===== config.mk =====
export PLATFORM = sky130hd
export DESIGN_NAME = fetch_ctrl
export DESIGN_NICKNAME = d
export VERILOG_FILES = /design/src/rtl/fetch_ctrl.sv
export SDC_FILE = /design/constraint.sdc
export NUM_CORES = 1
export LEC_CHECK = 0
export CAP_MARGIN = 20
export CORE_AREA = 3 3 61 86
export DETAILED_ROUTE_END_ITERATION = 12
export DIE_AREA = 0 0 64 89
export PLACE_DENSITY_LB_ADDON = 0.05
export SYNTH_ARGS = -nofsm -noshare
export SYNTH_HDL_FRONTEND = slang
export SYNTH_SLANG_ARGS = --single-unit

===== constraint.sdc =====
create_clock -name clk -period 4.1 [get_ports clk]
set_input_delay 0.82 -clock clk [delete_from_list [all_inputs] [get_ports clk]]
set_output_delay 0.82 -clock clk [all_outputs]
set_load 0.005 [all_outputs]

===== src/rtl/fetch_ctrl.sv =====
// fetch_ctrl: instruction-fetch sequencer owning the PC; FETCH_PERF_CNT_EN adds stall/flush counters
module fetch_ctrl #(
    parameter int          ADDR_WIDTH = 32,
    parameter int unsigned PC_INC     = 1,
    parameter int unsigned RESET_PC   = 0
) (
    input  logic                  clk,
    input  logic                  rst_n,
    input  logic [ADDR_WIDTH-1:0] in_Addr,
    input  logic                  isBranchTaken,
    input  logic                  stall_req,
    input  logic                  halt_req,
    input  logic                  resume,
    output logic [ADDR_WIDTH-1:0] pc_out,
    output logic                  pc_write_en,
    output logic                  if_de_write_en,
    output logic                  if_de_flush,
    output logic                  fetch_valid,
`ifdef FETCH_PERF_CNT_EN
    output logic [1:0]            state_out,
    output logic [15:0]           stall_cnt,
    output logic [15:0]           flush_cnt
`else
    output logic [1:0]            state_out
`endif
);
    typedef enum logic [1:0] {RUN = 2'd0, STALL = 2'd1, FLUSH = 2'd2, HALT = 2'd3} state_t;

    state_t                r_state;
    logic [ADDR_WIDTH-1:0] r_pc;
    logic [3:0]            r_ctl;
    state_t                w_next_state;
    logic [ADDR_WIDTH-1:0] w_next_pc;
    logic [ADDR_WIDTH-1:0] w_pc_inc;
    logic [3:0]            w_next_ctl;

    assign w_pc_inc = r_pc + ADDR_WIDTH'(PC_INC);
    assign pc_out = r_pc;
    assign state_out = r_state;
    assign {pc_write_en, if_de_write_en, if_de_flush, fetch_valid} = r_ctl;

    // Fixed-priority arbitration: branch > halt > stall > sequential fetch
    always_comb begin
        w_next_state = r_state;
        w_next_pc = r_pc;
        case (r_state)
            RUN, STALL: begin
                if (isBranchTaken) begin
                    w_next_state = FLUSH;
                    w_next_pc = in_Addr;
                end else if (halt_req) begin
                    w_next_state = HALT;
                end else if (stall_req) begin
                    w_next_state = STALL;
                end else begin
                    w_next_state = RUN;
                    w_next_pc = (r_state == RUN) ? w_pc_inc : r_pc;
                end
            end
            FLUSH: begin
                w_next_state = isBranchTaken ? FLUSH : RUN;
                w_next_pc = isBranchTaken ? in_Addr : w_pc_inc;
            end
            default: w_next_state = resume ? RUN : HALT;
        endcase
    end

    // Moore control decode of the upcoming state, so outputs are registered alongside it
    always_comb begin
        w_next_ctl = (w_next_state == RUN)   ? 4'b1101 :
                     (w_next_state == STALL) ? 4'b0001 :
                     (w_next_state == FLUSH) ? 4'b1110 : 4'b0000;
    end

    // State, PC and control registers; reset lands in RUN at RESET_PC
    always_ff @(posedge clk) begin
        if (!rst_n) begin
            r_state <= RUN;
            r_pc <= ADDR_WIDTH'(RESET_PC);
            r_ctl <= 4'b1101;
        end else begin
            r_state <= w_next_state;
            r_pc <= w_next_pc;
            r_ctl <= w_next_ctl;
        end
    end

`ifdef FETCH_PERF_CNT_EN
    // Saturating counters: cycles spent stalled, entries into FLUSH
    always_ff @(posedge clk) begin
        if (!rst_n) begin
            stall_cnt <= '0;
            flush_cnt <= '0;
        end else begin
            if (r_state == STALL && ~&stall_cnt) stall_cnt <= stall_cnt + 16'd1;
            if (w_next_state == FLUSH && ~&flush_cnt) flush_cnt <= flush_cnt + 16'd1;
        end
    end
`endif
endmodule

After elaboration in Yosys (flattened, before gate mapping)
Cells that the tools add are included.

cells by class
  add/sub/neg operators = 1
  eq/ne operators = 7
  muxes and demuxes = 14
  bitwise logic cells = 1
  reduce and logical (&&, ||, !) cells = 7

operator list
  operator                 count
  $mux W32                 5
  $pmux W32 S2             1
  $add A32 B1 Y32 const B  1
  $ne A3 B3 Y1 const B     3
  $mux W2                  4
  $mux W4                  2
  $eq A2 B1 Y1 const B     2
  $eq A2 B2 Y1 const B     2
  $logic_not A2 Y1         2
  $pmux W2 S2              1
  $reduce_and A4 Y1        1
  $reduce_or A2 Y1         2
  $reduce_or A3 Y1         1
  $reduce_bool A2 Y1       1
  $mux W1                  1
  $not A1 Y1               1

storage, ports and cells
  bits in registers = 38
  bits of input ports = 38
  output and inout port bits = 38
  word-level logic and storage cells = 34

Logic depth before layout (Yosys ltp)
  depth in word-level cells = 7
  gate-level depth with buffers = 7
  depth with buffers taken out = 6

Worst setup path after synthesis
OpenSTA, ideal clock, no wires.

  path kind = input port to flip-flop
  from = input halt_req
  to = register r_pc[13] (netlist: pc_out[13])
  library setup time = 78 ps
  arrival time = 2,026 ps
  required time = 4,022 ps
  slack = 1,997 ps
  cell stages on the path = 6
  buffers on the path = 2
  cells stage by stage = o21bai_1 -> o2bb2ai_1 -> clkbuf_1 -> buf_1 -> a21oi_1 -> nor3_1

between the ends
  word-level cells in the longest chain between the ends = 2

ends and longest elaborated chain
  what                         line  RTL
  start, declared              12    input logic halt_req,
  $ne A3 B3 Y1 (no line)       n/a
  $reduce_and A4 Y1 (no line)  n/a
  end signal, assigned         79    r_pc <= ADDR_WIDTH'(RESET_PC);
  end signal, assigned         83    r_pc <= w_next_pc;
  end, declared                30    logic [ADDR_WIDTH-1:0] r_pc;

No other way between the ends.
A chain may end at the register's enable or synchronous reset.

Worst setup path in the final report
  from = input halt_req
  to = register r_pc[2] (netlist: pc_out[2])

Same word-level chain as after synthesis.

==> impl_metrics.prom <==
# TYPE chip_impl_metric gauge
chip_impl_metric{name="p_leak",unit="nW"} 1.181
chip_impl_metric{name="antenna_violations_before_repair",unit=""} 0
chip_impl_metric{name="area_of_all_sequential_standard_cells",unit="µm²"} 740.7
chip_impl_metric{name="initialDrtViolationCount",unit=""} 204
chip_impl_metric{name="clock_sinks",unit=""} 37
chip_impl_metric{name="std_cell_rows",unit=""} 29
chip_impl_metric{name="grt_util_met3",unit="%"} 5.283
chip_impl_metric{name="syn_area_per_cell",unit="µm²"} 7.597
chip_impl_info{name="timing.critical_path.to_type",value="register"} 1
chip_impl_metric{name="routed-via-count",unit=""} 2482
chip_impl_metric{name="maximum_capacitance_violations",unit=""} 0
chip_impl_metric{name="setup_violations",unit=""} 0
chip_impl_metric{name="grt_start_max_net_pins",unit=""} 68
chip_impl_info{name="cts-root-buf",value="clkbuf_8"} 1
chip_impl_metric{name="layout.filler_cells",unit=""} 402
chip_impl_metric{name="routed_wirelength",unit="µm"} 6564
chip_impl_info{name="ys_top_cells_by_count",value="37 x dfxtp_1, 31 x nand2_1, 29 x a21oi_1, 29 x nor2_1, 19 x o21ai_0"} 1
chip_impl_metric{name="peak_ir_drop_on_the_vdd_network",unit="V"} 0.0002546
chip_impl_metric{name="sequential_fraction_of_the_synthesis_area",unit="%"} 33.50
chip_impl_metric{name="detailed_place.area",unit="µm²"} 2999
chip_impl_metric{name="postSynth.asyncResetShare",unit="%"} 0
chip_impl_metric{name="global_route.usage.met1",unit="%"} 26.12
chip_impl_metric{name="dieHeight",unit="µm"} 89
chip_impl_metric{name="synthesis.yosys.warnings",unit=""} 0
chip_impl_metric{name="yosys.cell_types.count",unit=""} 49
chip_impl_metric{name="fin_skew",unit="ns"} 0.003569
chip_impl_info{name="synthTopCellsByArea",value="dfxtp_1 34%, a21oi_1 6.6%, nand2_1 5.3%, nor2_1 4.9%, mux2i_1 4.5%"} 1
chip_impl_info{name="tritoncts",value="yes"} 1
chip_impl_metric{name="period_minus_slack",unit="ns"} 2.519
chip_impl_metric{name="layout-drive-gt1-share",unit="%"} 5.618
chip_impl_metric{name="netlist_area",unit="µm²"} 2211
chip_impl_metric{name="grt_total_usage",unit="%"} 23.64
chip_impl_metric{name="synthesis.instances",unit=""} 291
chip_impl_metric{name="final_antenna_net_count",unit=""} 0
chip_impl_metric{name="final_min_period_over_clock_period",unit="%"} 61.44
chip_impl_metric{name="global_route_wire_length_before_repair",unit="µm"} 11030
chip_impl_metric{name="cts_hold_repair.buffers",unit=""} 0
chip_impl_metric{name="max_freq",unit="GHz"} 0.3970
chip_impl_metric{name="area_inside_the_core_boundary",unit="µm²"} 4536
chip_impl_metric{name="slew_headroom",unit="%"} 49.86
chip_impl_metric{name="drc_violations",unit=""} 0
chip_impl_metric{name="number_of_synthesized_flops_with_an_enable_pin",unit=""} 0
chip_impl_metric{name="port_buffers",unit=""} 75
chip_impl_info{name="result_of_the_run",value="finished clean"} 1
chip_impl_metric{name="place.detailed.hpwl",unit="µm"} 4573
chip_impl_metric{name="die_x",unit="µm"} 64
chip_impl_metric{name="route.detailed.vias_per_inst",unit=""} 5.938
chip_impl_metric{name="report.final.hold_viol_count",unit=""} 0
chip_impl_metric{name="holdWs",unit="ns"} 0.5192
chip_impl_metric{name="floorplan.initialDensity",unit="%"} 48.74
chip_impl_metric{name="multiInputGateArea",unit="µm²"} 1379
chip_impl_metric{name="post_drt_wl_per_cell",unit="µm"} 15.70
chip_impl_info{name="grt_setup_unrepaired",value="false"} 1
chip_impl_metric{name="die_area",unit="µm²"} 5696
chip_impl_metric{name="maximum_root_to_sink_buffer_count",unit=""} 2
chip_impl_info{name="yosys.cell_count.top_type",value="dfxtp_1"} 1
chip_impl_metric{name="cp_max_fo",unit=""} 19
chip_impl_metric{name="grt_overflow_total",unit=""} 0
chip_impl_metric{name="cts.reportedPaths.clkPinSlew",unit="ns"} 0.07
chip_impl_metric{name="ctsResizeCount",unit=""} 0
chip_impl_metric{name="final_net_count",unit=""} 396
chip_impl_metric{name="met2_usage",unit="%"} 43.56
chip_impl_metric{name="finish.instance_area",unit="µm²"} 3073
chip_impl_metric{name="worst_slew_pin_slew",unit="ns"} 0.7463
chip_impl_info{name="class_of_the_tightest_hold_or_removal_check",value="reg2reg"} 1
chip_impl_metric{name="floorplan.io_pins",unit=""} 76
chip_impl_metric{name="clock_insertion_delay_worst_skew",unit="ns"} 0.28
chip_impl_metric{name="place_congestion",unit=""} 0.8880
chip_impl_metric{name="worst-endpoint-arrival",unit="ns"} 2.67
chip_impl_metric{name="via_count_of_the_first_global_routing_pass",unit=""} 2429
chip_impl_metric{name="numCtsBuffers",unit=""} 5
chip_impl_metric{name="design_power_total",unit="mW"} 0.9054
chip_impl_info{name="synth_area_leader_cell",value="dfxtp_1"} 1
chip_impl_metric{name="cellPowerDensity",unit="nW/µm²"} 294.6
chip_impl_metric{name="detail_route.first_pass.iterations",unit=""} 4
chip_impl_info{name="synthFlopType",value="dfxtp_1"} 1
chip_impl_metric{name="number_of_register_bits_inferred_by_synthesis",unit=""} 37
chip_impl_metric{name="synthDominantCellAreaShare",unit="%"} 33.50
chip_impl_metric{name="area_growth",unit="%"} 38.99
chip_impl_info{name="criticalPathCategory",value="in2reg"} 1
chip_impl_metric{name="synthesis.nets",unit=""} 330
chip_impl_metric{name="cp.required",unit="ns"} 4.25
chip_impl_metric{name="diodes",unit=""} 0
chip_impl_metric{name="aggregate_negative_setup_slack",unit="ns"} 0
chip_impl_info{name="cp-start-kind",value="primary input"} 1
chip_impl_metric{name="cts_post_setup_buffers_inserted",unit=""} 0
chip_impl_metric{name="htreeDepth",unit=""} 2
chip_impl_metric{name="slew_violations",unit=""} 0
chip_impl_info{name="most_heavily_used_metal_layer_in_global_routing",value="met2"} 1
-- per-stage QoR --
stage / std cells / util [%] / setup WS, ns
finish: 418 / 67.75 / 1.581
global route: 418 / 67.75 / 1.315
CTS: 418 / 67.75 / 1.563
detailed placement: 412 / 66.12 / 1.270
global placement: 412 / 66.12 / 1.311
floorplan: 291 / - / 1.997
-- worst max-delay path: stages --
cell and delay, ns:
clkdlybuf4s50_1 0.44, o21bai_1 0.35, o2bb2ai_2 0.37, buf_4 0.35
o21ai_0 0.11, a21oi_1 0.17, nor2_1 0.05
-- power by group --
group          total [mW]  switching, mW  leakage [nW]  internal [mW]
clock               0.239          0.127        0.0399          0.112
sequential          0.433         0.0431         0.305          0.390
combinational       0.233          0.101         0.836          0.132
total               0.905          0.272          1.18          0.634
-- cell usage in the layout (no fill, tap or decap), drive strengths merged, types with 6 or more instances in the layout --
cell / n
clkdlybuf4s50: 74
dfxtp: 37
nand2: 31
nor2: 29
a21oi: 29
o21ai: 19
nand3: 13
nor3: 13
and3: 11
mux2i: 10
o22ai: 9
nand4: 9
a22o: 6
buf: 6
-- routing by layer --
metal  share of wire [%]  wire (µm)  up-vias
met5                   0          0        -
met2                  53       3451       85
met3                 6.6        431        8
met1                  40       2596     1160
li1                    -          -     1229
met4                 1.3         85        0
-- sequential cells by signal (all words and copies together), names as in the netlist --
| name | flops |
|---|---|
| state_out | 2 |
| r_ctl | 3 |
| pc_out | 32 |
-- path summary, 6_finish.rpt --
kind | startpoint | to | slack, ns | cells after the start
max reg2reg | pc_out[12] | pc_out[27] | 1.93 | 5
min | pc_out[10] | pc_out[10] | 0.52 | 2
min reg2reg | pc_out[10] | pc_out[10] | 0.52 | 2
max | halt_req | pc_out[2] | 1.58 | 7
-- kinds of logic (layout without fill, tap and decap cells) --
logic type / Yosys count / in the layout / share of synthesized area (%)
multiplexers: 10 / 10 / 4.528
AO/OA/AOI/OAI: 101 / 101 / 29.94
flip-flops: 37 / 37 / 33.50
adder cells (fa/ha/maj): 1 / 1 / 0.5658
buffers and inverters: 26 / 91 / 4.698
AND/OR/NAND/NOR: 116 / 116 / 26.77
-- layout make-up --
class                      instances  share of cell area [%]
sequential                        37                   24.10
inverter                           5                  0.6107
multi-input combinational        228                   44.87
tap                               62                   2.524
timing repair buffer              80                   25.49
clock inverter                     1                  0.1629
clock buffer                       5                   2.239
Power figures use the tool's default switching activity.
